## src/rtl/brick_collision_engine.sv

```systemverilog
// Sequential ball/brick collision resolver: edge test, then a one-brick-per-cycle scan
// of the grid, then a registered result with brick clearing and live-brick accounting.
module brick_collision_engine #(
    parameter int ROWS     = 3,
    parameter int COLS     = 4,
    parameter int BRICK_W  = 120,
    parameter int BRICK_H  = 40,
    parameter int GAP      = 20,
    parameter int SCREEN_W = 640,
    parameter int SCREEN_H = 480,
    localparam int NB      = ROWS * COLS,
    localparam int IW      = $clog2(NB)
) (
    input  logic          clk,
    input  logic          resetn,
    input  logic          start,
    input  logic          load_level,
    input  logic [9:0]    ball_x,
    input  logic [9:0]    ball_y,
    input  logic [1:0]    dir,
    input  logic [6:0]    xstep,
    input  logic [6:0]    ystep,
    output logic          busy,
    output logic          done,
    output logic [1:0]    collision,
    output logic [1:0]    new_dir,
    output logic          brick_hit,
    output logic [IW-1:0] brick_idx,
    output logic          ball_lost,
    output logic [NB-1:0] bricks_alive,
    output logic [IW:0]   bricks_left,
    output logic          cleared
);

    // Wide enough that ball+step and ball-step never wrap for any 10-bit input.
    localparam int PW = 13;
    localparam logic signed [PW-1:0] ZERO = '0;
    localparam logic signed [PW-1:0] XMAX = PW'(SCREEN_W - 1);
    localparam logic signed [PW-1:0] YMAX = PW'(SCREEN_H - 1);

    typedef enum logic [1:0] {IDLE, EDGE, SCAN, RESOLVE} state_t;

    state_t state, state_nx;

    logic signed [PW-1:0] nx_r, ny_r, ly_r;
    logic [1:0]           dir_r;
    logic                 hit_r, axis_r, lost_r, bhit_r;
    logic [IW-1:0]        bidx_r;
    logic [IW-1:0]        scan_idx, scan_col, scan_row;

    logic signed [PW-1:0] bx0, bx1, by0, by1;
    logic                 x_hit, y_hit, y_lost, in_rect, y_in, brick_sel;
    logic                 accept, res_fire;

    function automatic logic signed [PW-1:0] next_pos(input logic [9:0] pos,
                                                      input logic [6:0] step,
                                                      input logic       neg);
        logic signed [PW-1:0] p, s;
        p = $signed({3'b000, pos});
        s = $signed({6'b000000, step});
        return neg ? (p - s) : (p + s);
    endfunction

    assign accept   = (state == IDLE) && start && !load_level;
    assign res_fire = (state == RESOLVE) && !load_level;
    assign cleared  = (bricks_left == '0);

    // Edge and brick geometry tests against the latched next position
    always_comb begin
        bx0 = PW'(GAP + int'(scan_col) * (BRICK_W + GAP));
        by0 = PW'(GAP + int'(scan_row) * (BRICK_H + GAP));
        bx1 = bx0 + PW'(BRICK_W);
        by1 = by0 + PW'(BRICK_H);
        x_hit  = dir_r[0] ? (nx_r <= ZERO) : (nx_r >= XMAX);
        y_lost = !dir_r[1] && (ny_r >= YMAX);
        y_hit  = dir_r[1] ? (ny_r <= ZERO) : y_lost;
        in_rect = (nx_r >= bx0) && (nx_r <= bx1) && (ny_r >= by0) && (ny_r <= by1);
        y_in    = (ly_r >= by0) && (ly_r <= by1);
        brick_sel = (state == SCAN) && bricks_alive[scan_idx] && in_rect && !hit_r;
    end

    always_comb begin
        state_nx = state;
        if (load_level) begin
            state_nx = IDLE;
        end else begin
            case (state)
                IDLE:    if (start) state_nx = EDGE;
                EDGE:    state_nx = (x_hit || y_hit) ? RESOLVE : SCAN;
                SCAN:    if (scan_idx == IW'(NB - 1)) state_nx = RESOLVE;
                RESOLVE: state_nx = IDLE;
                default: state_nx = IDLE;
            endcase
        end
    end

    always_ff @(posedge clk or negedge resetn) begin
        if (!resetn) state <= IDLE;
        else         state <= state_nx;
    end

    // Latched request and pending result; cleared on every accepted start
    always_ff @(posedge clk) begin
        if (accept) begin
            nx_r   <= next_pos(ball_x, xstep, dir[0]);
            ny_r   <= next_pos(ball_y, ystep, dir[1]);
            ly_r   <= $signed({3'b000, ball_y});
            dir_r  <= dir;
            hit_r  <= 1'b0;
            axis_r <= 1'b0;
            lost_r <= 1'b0;
            bhit_r <= 1'b0;
            bidx_r <= '0;
        end else if (state == EDGE) begin
            scan_idx <= '0;
            scan_col <= '0;
            scan_row <= '0;
            if (x_hit) begin
                hit_r <= 1'b1;
            end else if (y_hit) begin
                hit_r  <= 1'b1;
                axis_r <= 1'b1;
                lost_r <= y_lost;
            end
        end else if (state == SCAN) begin
            if (brick_sel) begin
                hit_r  <= 1'b1;
                bhit_r <= 1'b1;
                bidx_r <= scan_idx;
                axis_r <= !y_in;
            end
            scan_idx <= scan_idx + 1'b1;
            if (scan_col == IW'(COLS - 1)) begin
                scan_col <= '0;
                scan_row <= scan_row + 1'b1;
            end else begin
                scan_col <= scan_col + 1'b1;
            end
        end
    end

    // Registered results and brick bookkeeping
    always_ff @(posedge clk or negedge resetn) begin
        if (!resetn) begin
            busy         <= 1'b0;
            done         <= 1'b0;
            collision    <= 2'b00;
            new_dir      <= 2'b00;
            brick_hit    <= 1'b0;
            brick_idx    <= '0;
            ball_lost    <= 1'b0;
            bricks_alive <= '1;
            bricks_left  <= (IW+1)'(NB);
        end else begin
            done <= res_fire;
            if (load_level)    busy <= 1'b0;
            else if (accept)   busy <= 1'b1;
            else if (res_fire) busy <= 1'b0;
            if (res_fire) begin
                collision <= {hit_r, hit_r & axis_r};
                new_dir   <= !hit_r ? dir_r : (axis_r ? (dir_r ^ 2'b10) : (dir_r ^ 2'b01));
                brick_hit <= bhit_r;
                brick_idx <= bidx_r;
                ball_lost <= lost_r;
            end
            if (load_level) begin
                bricks_alive <= '1;
                bricks_left  <= (IW+1)'(NB);
            end else if (res_fire && bhit_r) begin
                bricks_alive[bidx_r] <= 1'b0;
                bricks_left          <= bricks_left - 1'b1;
            end
        end
    end

endmodule
```

## config.mk

```make
export PLATFORM = sky130hd
export DESIGN_NAME = brick_collision_engine
export DESIGN_NICKNAME = d
export VERILOG_FILES = /design/src/rtl/brick_collision_engine.sv
export SDC_FILE = /design/constraint.sdc
export NUM_CORES = 1
export LEC_CHECK = 0
export CAP_MARGIN = 20
export CORE_MARGIN = 2
export CORE_UTILIZATION = 45
export CTS_BUF_LIST = sky130_fd_sc_hd__clkbuf_4 sky130_fd_sc_hd__clkbuf_8 sky130_fd_sc_hd__clkbuf_16
export DETAILED_ROUTE_END_ITERATION = 8
export GPL_TIMING_DRIVEN = 0
export PLACE_DENSITY_LB_ADDON = 0.12
export SYNTH_ARGS = -nofsm -noshare
export SYNTH_HDL_FRONTEND = slang
export SYNTH_SLANG_ARGS = --single-unit
```

## constraint.sdc

```tcl
create_clock -name clk -period 7.2 [get_ports clk]
set_input_delay 2.16 -clock clk [delete_from_list [all_inputs] [get_ports clk]]
set_output_delay 2.16 -clock clk [all_outputs]
set_load 0.02 [all_outputs]
```

==> results of run 1 <==
==> final cells by class <==
type,count,share of cell area (%)
multi-input combinational,593,53.3
sequential,87,27.7
timing repair buffer,71,8.39
inverter,78,3.39
tap,216,3.12
clock buffer,10,2.89
clock inverter,6,0.767
buffer,10,0.448
==> metrics by stage <==
stage	area [um2]	setup slack (ns)	hold slack, ns
2_1_floorplan	7330	1.85	0.442
3_3_place_gp	8290	0.330	0.464
3_5_place_dp	8330	1.10	0.468
4_1_cts	8650	1.11	0.479
5_1_grt	8650	0.673	0.489
6_report	8650	1.11	0.472
==> worst max path at each step <==
| stage | start | to | cells past startpoint |
|---|---|---|---|
| detailed placement | scan_row[2] | axis_r | 19 |
| CTS | scan_row[2] | axis_r | 19 |
| global placement | start | scan_row[3] | 5 |
| floorplan | scan_row[2] | axis_r | 19 |
| finish | scan_row[2] | axis_r | 19 |
| global route | scan_row[2] | axis_r | 19 |
==> synth_stat cells (10+ instances only) <==
library cell	count	area share, %
o21bai_1	13	1.3
ha_1	118	20
a21o_1	17	1.7
xnor2_1	46	5.5
xor2_1	14	1.7
edfxtp_1	48	20
nor2_1	52	2.7
nor3_1	18	1.2
inv_1	78	4.0
nor2b_1	13	1.1
dfrtp_1	17	5.8
nand2_1	52	2.7
nand2b_1	22	1.9
dfstp_2	14	5.0
a21oi_1	45	3.1
and3_1	10	0.85
mux2i_1	12	1.6
nand3_1	13	0.89
o21ai_0	35	2.4
==> kinds of logic after synthesis <==
group,Yosys count,synth area share [%]
compound gates,161,14.4
xor+xnor,60,7.18
fa+ha+maj,127,22.6
buf+inv,88,4.53
flops,87,32.7
mux,16,2.72
other cells,1,0.0512
simple gates,226,15.8
==> routing by layer <==
| metal | vias up | part of all wire (%) | GRT usage (%) |
|---|---|---|---|
| met5 | - | 0 | 0 |
| met4 | 0 | 1.9 | 7.00 |
| met3 | 18 | 3.5 | 2.47 |
| met2 | 119 | 48 | 32.5 |
| met1 | 2714 | 46 | 24.3 |
| li1 | 2887 | - | - |
==> registers in the layout, indices dropped and copies added (netlist names), 2 cells and up <==
signal        count
scan_col          4
new_dir           2
ly_r             10
state             2
bidx_r            4
bricks_left       5
brick_idx         4
collision         2
ny_r             12
scan_idx          4
scan_row          4
dir_r             2
nx_r             12
bricks_alive     12
==> worst min-delay path, stage by stage (launching register included) <==
cell	delay, ns
dfxtp_1	0.31
inv_1	0.04
o21ai_0	0.07
==> impl_metrics.py, run 1 <==
metrics = {
    "clock_tree": {
        "root_buffer": "clkbuf_16",
        "ctsResizeCount": 0,
        "cts_tree": "yes",
        "path_clk_slew_ns": 0.07,
        "h-tree-depth": 3,
        "clk_latency_ns": 0.35,
        "numCtsBuffers": 9,
        "cts.sinks": 87,
        "postCtsSetupRepairBufs": 0,
        "cts_hold_buf": 0,
        "cts_buffer_depth": 2,
    },
    "sta": {
        "min_period_ns": 6.09,
        "slew_headroom_pct": 44.1,
        "max_freq_mhz": 164,
        "tightest_slew_ns": 0.835,
        "hold_viol": 0,
        "setup_viol": 0,
        "finalClockSkew_ns": 0.00739,
        "fin_tns_setup_ns": 0,
        "rsz0062_at_grt": "false",
        "drv_slew": 0,
        "finalCritPeriodShare_pct": 84.6,
    },
    "finish": {
        "utilization_pct": 54.4,
        "layout_commonest_cell": "ha_1",
        "nFillCells": 1460,
        "regArea_um2": 2390,
        "final_cell_mix": "ha_1, inv_1, clkdlybuf4s50_1, nand2_1, nor2_1",
        "fin_cells": 1071,
        "area_delta_synth_final_pct": 18.1,
        "drive_gt1_share_pct": 5.61,
        "multi_input_area_um2": 4610,
        "nets": 1017,
        "antenna_cells": 0,
    },
    "route": {
        "drcViolationCount": 0,
        "ant_nets": 0,
        "via_per_inst": 5.36,
        "vias": 5738,
        "drt_first_pass_iters": 4,
        "wire_per_inst_um": 14.7,
        "wirelength_um": 15800,
        "drt_iter0_markers": 225,
    },
    "global_route": {
        "overflow": 0,
        "antenna_found_initial": 0,
        "grt_pass1_vias": 5641,
        "gr-usage-all-layers_pct": 18.9,
        "grt_pass1_wl_um": 26900,
        "grt_max_degree": 37,
    },
    "logic_synthesis": {
        "synth_cell_type_count": 62,
        "ys_warn_count": 0,
        "syn_inst": 766,
        "synth_area_um2": 7320,
        "synth_edf_count": 48,
        "ys_ff_latch": 87,
        "synth_ff_type": "edfxtp_1",
        "postSynthAreaPerCell_um2": 9.56,
        "seq_area_frac_synth_pct": 32.7,
        "postSynth.asyncResetShare_pct": 35.6,
    },
    "worst_hold_path": {
        "min_from": "lost_r",
        "worstHoldPathType": "flip-flop to flip-flop",
        "hold_end": "ball_lost",
        "holdPathStages": 2,
    },
    "critical_path": {
        "critPathCaptureType": "flip-flop",
        "critPathMaxFanout": 10,
        "path_buf_inv": 2,
        "critPathMaxStageDelay_ns": 0.60,
        "arrival_ns": 6.36,
        "rrSetupSlack_ns": 1.11,
        "cp.required_ns": 7.47,
        "r2r-start": "scan_row[2]",
        "worst_path_most_repeated_cell": "fa_1",
        "reg2reg_depth": 19,
        "critPathTopFamily": "compound AO/OA/AOI/OAI gates",
        "slowest_stage": "edfxtp_1",
        "path_cells": "fa_1, inv_1, fa_1, fa_1, o21bai_1, nor4_1, xor2_1, inv_1, nor4_1, xnor2_1, ha_1, a2111oi_0, o21ai_0, o211ai_2, o2111ai_2, a211oi_4, and2_4, a211oi_1, a211oi_2",
        "reg2reg_to": "axis_r",
        "critPathLaunchType": "flip-flop",
        "criticalPathCategory": "flip-flop to flip-flop",
    },
    "floorplanning": {
        "die_x_um": 132,
        "core_area_um2": 15900,
        "std_cell_rows": 46,
        "die-area_um2": 17300,
        "io_pins": 70,
        "initial_core_util_pct": 46.1,
        "die_h_um": 132,
    },
    "run": {
        "max_cap_viol_count": 0,
    },
    "placement": {
        "placedCellCount": 1055,
        "io_buffers": 69,
        "dp_hpwl_um": 12900,
        "routabilityCongestion": 0.874,
    },
    "outcome": {
        "outcome": "complete, no violations",
    },
}
Power of run 1 is not shown: default switching activity piles up to over one toggle a cycle in this logic, so the estimate is an artifact.
==> inputs of run 2 (changes only) <==
clock period = 5 ns   (was 7.2 ns; I/O delays follow)
==> impl_metrics.py, run 2 (synthesis results as in run 1) <==
metrics = {
    "floorplanning": {
        "io_pins": 70,
        "std_cell_rows": 46,
        "initial_core_util_pct": 46.1,
        "core_area_um2": 15900,
        "die_h_um": 132,
        "die-area_um2": 17300,
        "die_x_um": 132,
    },
    "critical_path": {
        "critPathMaxStageDelay_ns": 0.67,
        "critPathLaunchType": "flip-flop",
        "criticalPathCategory": "flip-flop to flip-flop",
        "reg2reg_to": "axis_r",
        "path_cells": "buf_4, inv_1, ha_1, inv_1, ha_1, inv_1, fa_2, buf_4, o21ai_0, o21ai_1, a211oi_2, nor3_2, o211ai_1, and2_4, ha_4, nand3b_1, or4_4, o211ai_2, o2111ai_2, a211oi_4, and2_4, a211oi_2, a211oi_2",
        "crit_path_end": "axis_r",
        "rrSetupSlack_ns": -0.33,
        "arrival_ns": 5.60,
        "crit_start": "scan_row[1]",
        "critPathMaxFanout": 6,
        "r2r-start": "scan_row[1]",
        "critPathCaptureType": "flip-flop",
        "cp.required_ns": 5.27,
        "slowest_stage": "fa_2",
        "reg2reg_depth": 23,
    },
    "clock_tree": {
        "cts_buffer_depth": 2,
        "h-tree-depth": 3,
        "cts_hold_buf": 0,
        "numCtsBuffers": 9,
        "cts.sinks": 87,
        "root_buffer": "clkbuf_16",
        "cts_tree": "yes",
        "clk_latency_ns": 0.35,
        "path_clk_slew_ns": 0.06,
    },
    "route": {
        "wirelength_um": 16300,
        "ant_nets": 0,
        "via_per_inst": 5.43,
        "wire_per_inst_um": 14.9,
        "vias": 5921,
        "drt_iter0_markers": 251,
        "drcViolationCount": 0,
        "drt_first_pass_iters": 6,
    },
    "sta": {
        "finalClockSkew_ns": 0.00806,
        "min_period_ns": 5.33,
        "setup_viol": 7,
        "slew_headroom_pct": 45.2,
        "finalCritPeriodShare_pct": 107,
        "rsz0062_at_grt": "true",
        "max_freq_mhz": 188,
        "worst_slack_ns": -0.328,
        "hold_slack_ns": 0.472,
        "tightest_slew_ns": 0.820,
        "drv_slew": 0,
        "hold_viol": 0,
    },
    "finish": {
        "final_cell_mix": "ha_1, inv_1, clkdlybuf4s50_1, nand2_1, nor2_1",
        "nets": 1036,
        "fin_cells": 1090,
        "antenna_cells": 0,
        "utilization_pct": 57.0,
        "area_delta_synth_final_pct": 23.6,
        "largestRegisters": "bricks_alive (12), nx_r (12), ny_r (12)",
        "fin_area_um2": 9050,
        "layout_commonest_cell": "ha_1",
        "drive_gt1_share_pct": 11.6,
    },
    "global_route": {
        "overflow": 0,
        "grt_pass1_vias": 5900,
        "grt_max_degree": 39,
        "antenna_found_initial": 0,
        "gr-usage-all-layers_pct": 19.5,
        "grt_pass1_wl_um": 27900,
    },
    "outcome": {
        "violations": "negative setup slack",
        "outcome": "finished, violations left",
    },
    "placement": {
        "dpl-instance-area_um2": 8390,
        "placedCellCount": 1055,
        "dp_hpwl_um": 12700,
        "routabilityCongestion": 0.897,
        "io_buffers": 69,
    },
    "run": {
        "max_cap_viol_count": 0,
    },
    "worst_hold_path": {
        "worstHoldPathType": "flip-flop to flip-flop",
    },
}
==> run 2: changes by cell type in the layout (fill, tap and decap cells not counted), moves of 3 or more <==
cell,previous run,this run
xnor2_1,46,40
xnor2_2,0,5
ha_1,118,114
ha_4,0,3
a21oi_1,45,42
nor4_1,9,6
buf_4,0,17
==> run 2: final cells by class <==
cell class	instances	area (um2)
Clock inverter	3	20.0
Tap cell	216	270
Multi-Input combinational cell	593	4860
Sequential cell	87	2390
Fill cell	1365	6830
Buffer	10	38.8
Inverter	78	293
Clock buffer	13	297
Timing Repair Buffer	90	876
==> run 2: stage by stage <==
step / setup WS (ns) / setup TNS (ns)
after floorplan: -0.226 / -0.967
after detailed placement: -0.914 / -5.30
final: -0.328 / -1.87
after global placement: -1.17 / -20.02
after global routing: -0.601 / -3.88
after CTS: -0.314 / -1.82
==> run 2: critical path: cells and delay by family, from the launching register on <==
family | cells | cell delay (ns)
adders and majority gates | 4 | 1.51
AOI/OAI and AO/OA | 9 | 1.36
and+or+nand+nor | 5 | 1.22
buffers and inverters | 5 | 0.73
DFF | 1 | 0.43
==> run 2: repair_timing <==
item                                    in CTS  in global routing
gates resized for setup                     17                 20
buffers inserted                            14                  5
pin swaps                                   11                 12
endpoints found under the setup margin       7                  7
==> run 2: layer usage <==
layer  vias to the layer above  track usage [%]  wire length, um
met4                         0             7.37              291
met2                       165             33.4             7820
met1                      2813             24.9             7340
li1                       2921                -                -
met3                        22             2.70              848
met5                         -                0                0
==> run 2: worst min path at each step <==
stage	startpoint	endpoint	slack, ns	cells after the start
after floorplan	lost_r	ball_lost	0.44	2
after global placement	lost_r	ball_lost	0.46	2
after detailed placement	lost_r	ball_lost	0.47	2
after CTS	lost_r	ball_lost	0.47	2
after global routing	lost_r	lost_r	0.51	2
final	lost_r	ball_lost	0.47	2
Power of run 2 is left out for the same reason.
==> inputs of run 3 (changes only) <==
CTS_CLUSTER_SIZE = 24   (was not set)
clock period = 5.95 ns   (was 5 ns; I/O delays follow)
==> impl_metrics.py, run 3 (synthesis results as in run 1) <==
metrics = {
    "outcome": {
        "outcome": "complete, no violations",
    },
    "floorplanning": {
        "std_cell_rows": 46,
        "die_h_um": 132,
        "die_x_um": 132,
        "io_pins": 70,
        "die-area_um2": 17300,
        "core_area_um2": 15900,
        "initial_core_util_pct": 46.1,
    },
    "route": {
        "via_per_inst": 5.33,
        "drt_first_pass_iters": 5,
        "vias": 5771,
        "ant_nets": 0,
        "wire_per_inst_um": 14.8,
        "wirelength_um": 16000,
        "drcViolationCount": 0,
        "drt_iter0_markers": 252,
    },
    "critical_path": {
        "critPathTopFamily": "adder cells",
        "path_buf_inv": 2,
        "critPathMaxStageDelay_ns": 0.58,
        "critPathMaxFanout": 7,
        "cp_num_cells": 19,
        "criticalPathCategory": "flip-flop to flip-flop",
        "path_cells": "fa_1, inv_1, fa_1, fa_2, o21bai_1, nor4_2, xor2_1, inv_1, nor4_1, xnor2_1, ha_1, nand3b_1, or4_1, o211ai_2, o2111ai_2, a211oi_4, and2_4, a211oi_1, a211oi_2",
        "arrival_ns": 5.93,
        "cp.required_ns": 6.22,
        "critPathCaptureType": "flip-flop",
        "critPathLaunchType": "flip-flop",
        "r2r-start": "scan_row[1]",
        "slowest_stage": "fa_1",
        "crit_path_end": "axis_r",
        "crit_start": "scan_row[1]",
        "reg2reg_depth": 19,
        "reg2reg_to": "axis_r",
        "rrSetupSlack_ns": 0.30,
    },
    "global_route": {
        "grt_pass1_vias": 5656,
        "gr-usage-all-layers_pct": 18.9,
        "antenna_found_initial": 0,
        "overflow": 0,
        "grt_max_degree": 37,
        "grt_pass1_wl_um": 27000,
    },
    "finish": {
        "regArea_um2": 2390,
        "nFillCells": 1447,
        "largestRegisters": "bricks_alive (12), nx_r (12), ny_r (12)",
        "area_delta_synth_final_pct": 19.7,
        "drive_gt1_share_pct": 7.27,
        "layout_commonest_cell": "ha_1",
        "final_cell_mix": "ha_1, inv_1, clkdlybuf4s50_1, nand2_1, nor2_1",
        "fin_cells": 1082,
        "nets": 1028,
        "antenna_cells": 0,
        "multi_input_area_um2": 4630,
    },
    "clock_tree": {
        "clk_latency_ns": 0.35,
        "root_buffer": "clkbuf_16",
        "cts_buffer_depth": 2,
        "numCtsBuffers": 9,
        "h-tree-depth": 3,
        "cts_tree": "yes",
        "cts.sinks": 87,
        "path_clk_slew_ns": 0.07,
    },
    "placement": {
        "placedCellCount": 1055,
        "routabilityCongestion": 0.874,
        "dp_hpwl_um": 12900,
        "io_buffers": 69,
    },
    "sta": {
        "finalCritPeriodShare_pct": 95.0,
        "slew_headroom_pct": 44.3,
        "fin_tns_setup_ns": 0,
        "max_freq_mhz": 177,
        "drv_slew": 0,
        "hold_viol": 0,
        "setup_viol": 0,
        "tightest_slew_ns": 0.834,
        "finalClockSkew_ns": 0.00746,
        "min_period_ns": 5.65,
    },
    "run": {
        "max_cap_viol_count": 0,
    },
    "worst_hold_path": {
        "worstHoldPathType": "flip-flop to flip-flop",
    },
}
==> run 3: area by class of cell <==
cell class / instances / share of cell area (%)
buffer: 10 / 0.443
clock buffer: 10 / 2.86
clock inverter: 6 / 0.757
inverter: 78 / 3.34
multi-input combinational: 593 / 52.8
sequential: 87 / 27.3
tap: 216 / 3.08
timing repair buffer: 82 / 9.37
==> run 3: worst reg2reg max path: cells and delay by family (launching register included) <==
kind	cells	cell delay, ns
DFF	1	0.52
adders and majority gates	4	1.95
buffers and inverters	2	0.19
AOI/OAI and AO/OA	6	1.05
and+or+nand+nor	5	1.38
xor gates and xnor gates	2	0.47
==> run 3: per-layer routing <==
metal / share of wire (%) / GRT usage [%] / up-vias / wire length, um
li1: - / - / 2906 / -
met1: 47 / 24.3 / 2736 / 7460
met2: 48 / 32.6 / 112 / 7670
met3: 3.4 / 2.47 / 17 / 536
met4: 1.9 / 7.00 / 0 / 296
met5: 0 / 0 / - / 0
==> run 3: worst min-delay path by stage <==
stage	from	end	depth (start not counted)
3_5_place_dp	lost_r	lost_r	2
2_1_floorplan	lost_r	ball_lost	2
4_1_cts	lost_r	lost_r	2
3_3_place_gp	lost_r	lost_r	2
5_1_grt	lost_r	lost_r	2
6_report	lost_r	ball_lost	2
==> run 3: what timing repair did <==
| action | 4_1_cts | 5_1_grt |
|---|---|---|
| pin swaps | 1 | 0 |
| setup endpoints to repair | 2 | 7 |
| hold endpoints to repair | 0 | 0 |
| setup buffers | 1 | 10 |
| hold buffers | 0 | 0 |
| gates resized for setup | 0 | 5 |
| cloned | 0 | 0 |
==> run 3: through the flow <==
stage,worst slack [ns],area (um2),utilization [%],hold WS [ns]
2_1_floorplan,0.596,7330,-,0.442
5_1_grt,-0.0907,8760,55.2,0.489
3_3_place_gp,-0.545,8290,52.2,0.464
4_1_cts,0.0193,8670,54.6,0.479
6_report,0.295,8760,55.2,0.471
3_5_place_dp,-0.146,8330,52.4,0.468
Power of run 3 is left out for the same reason.
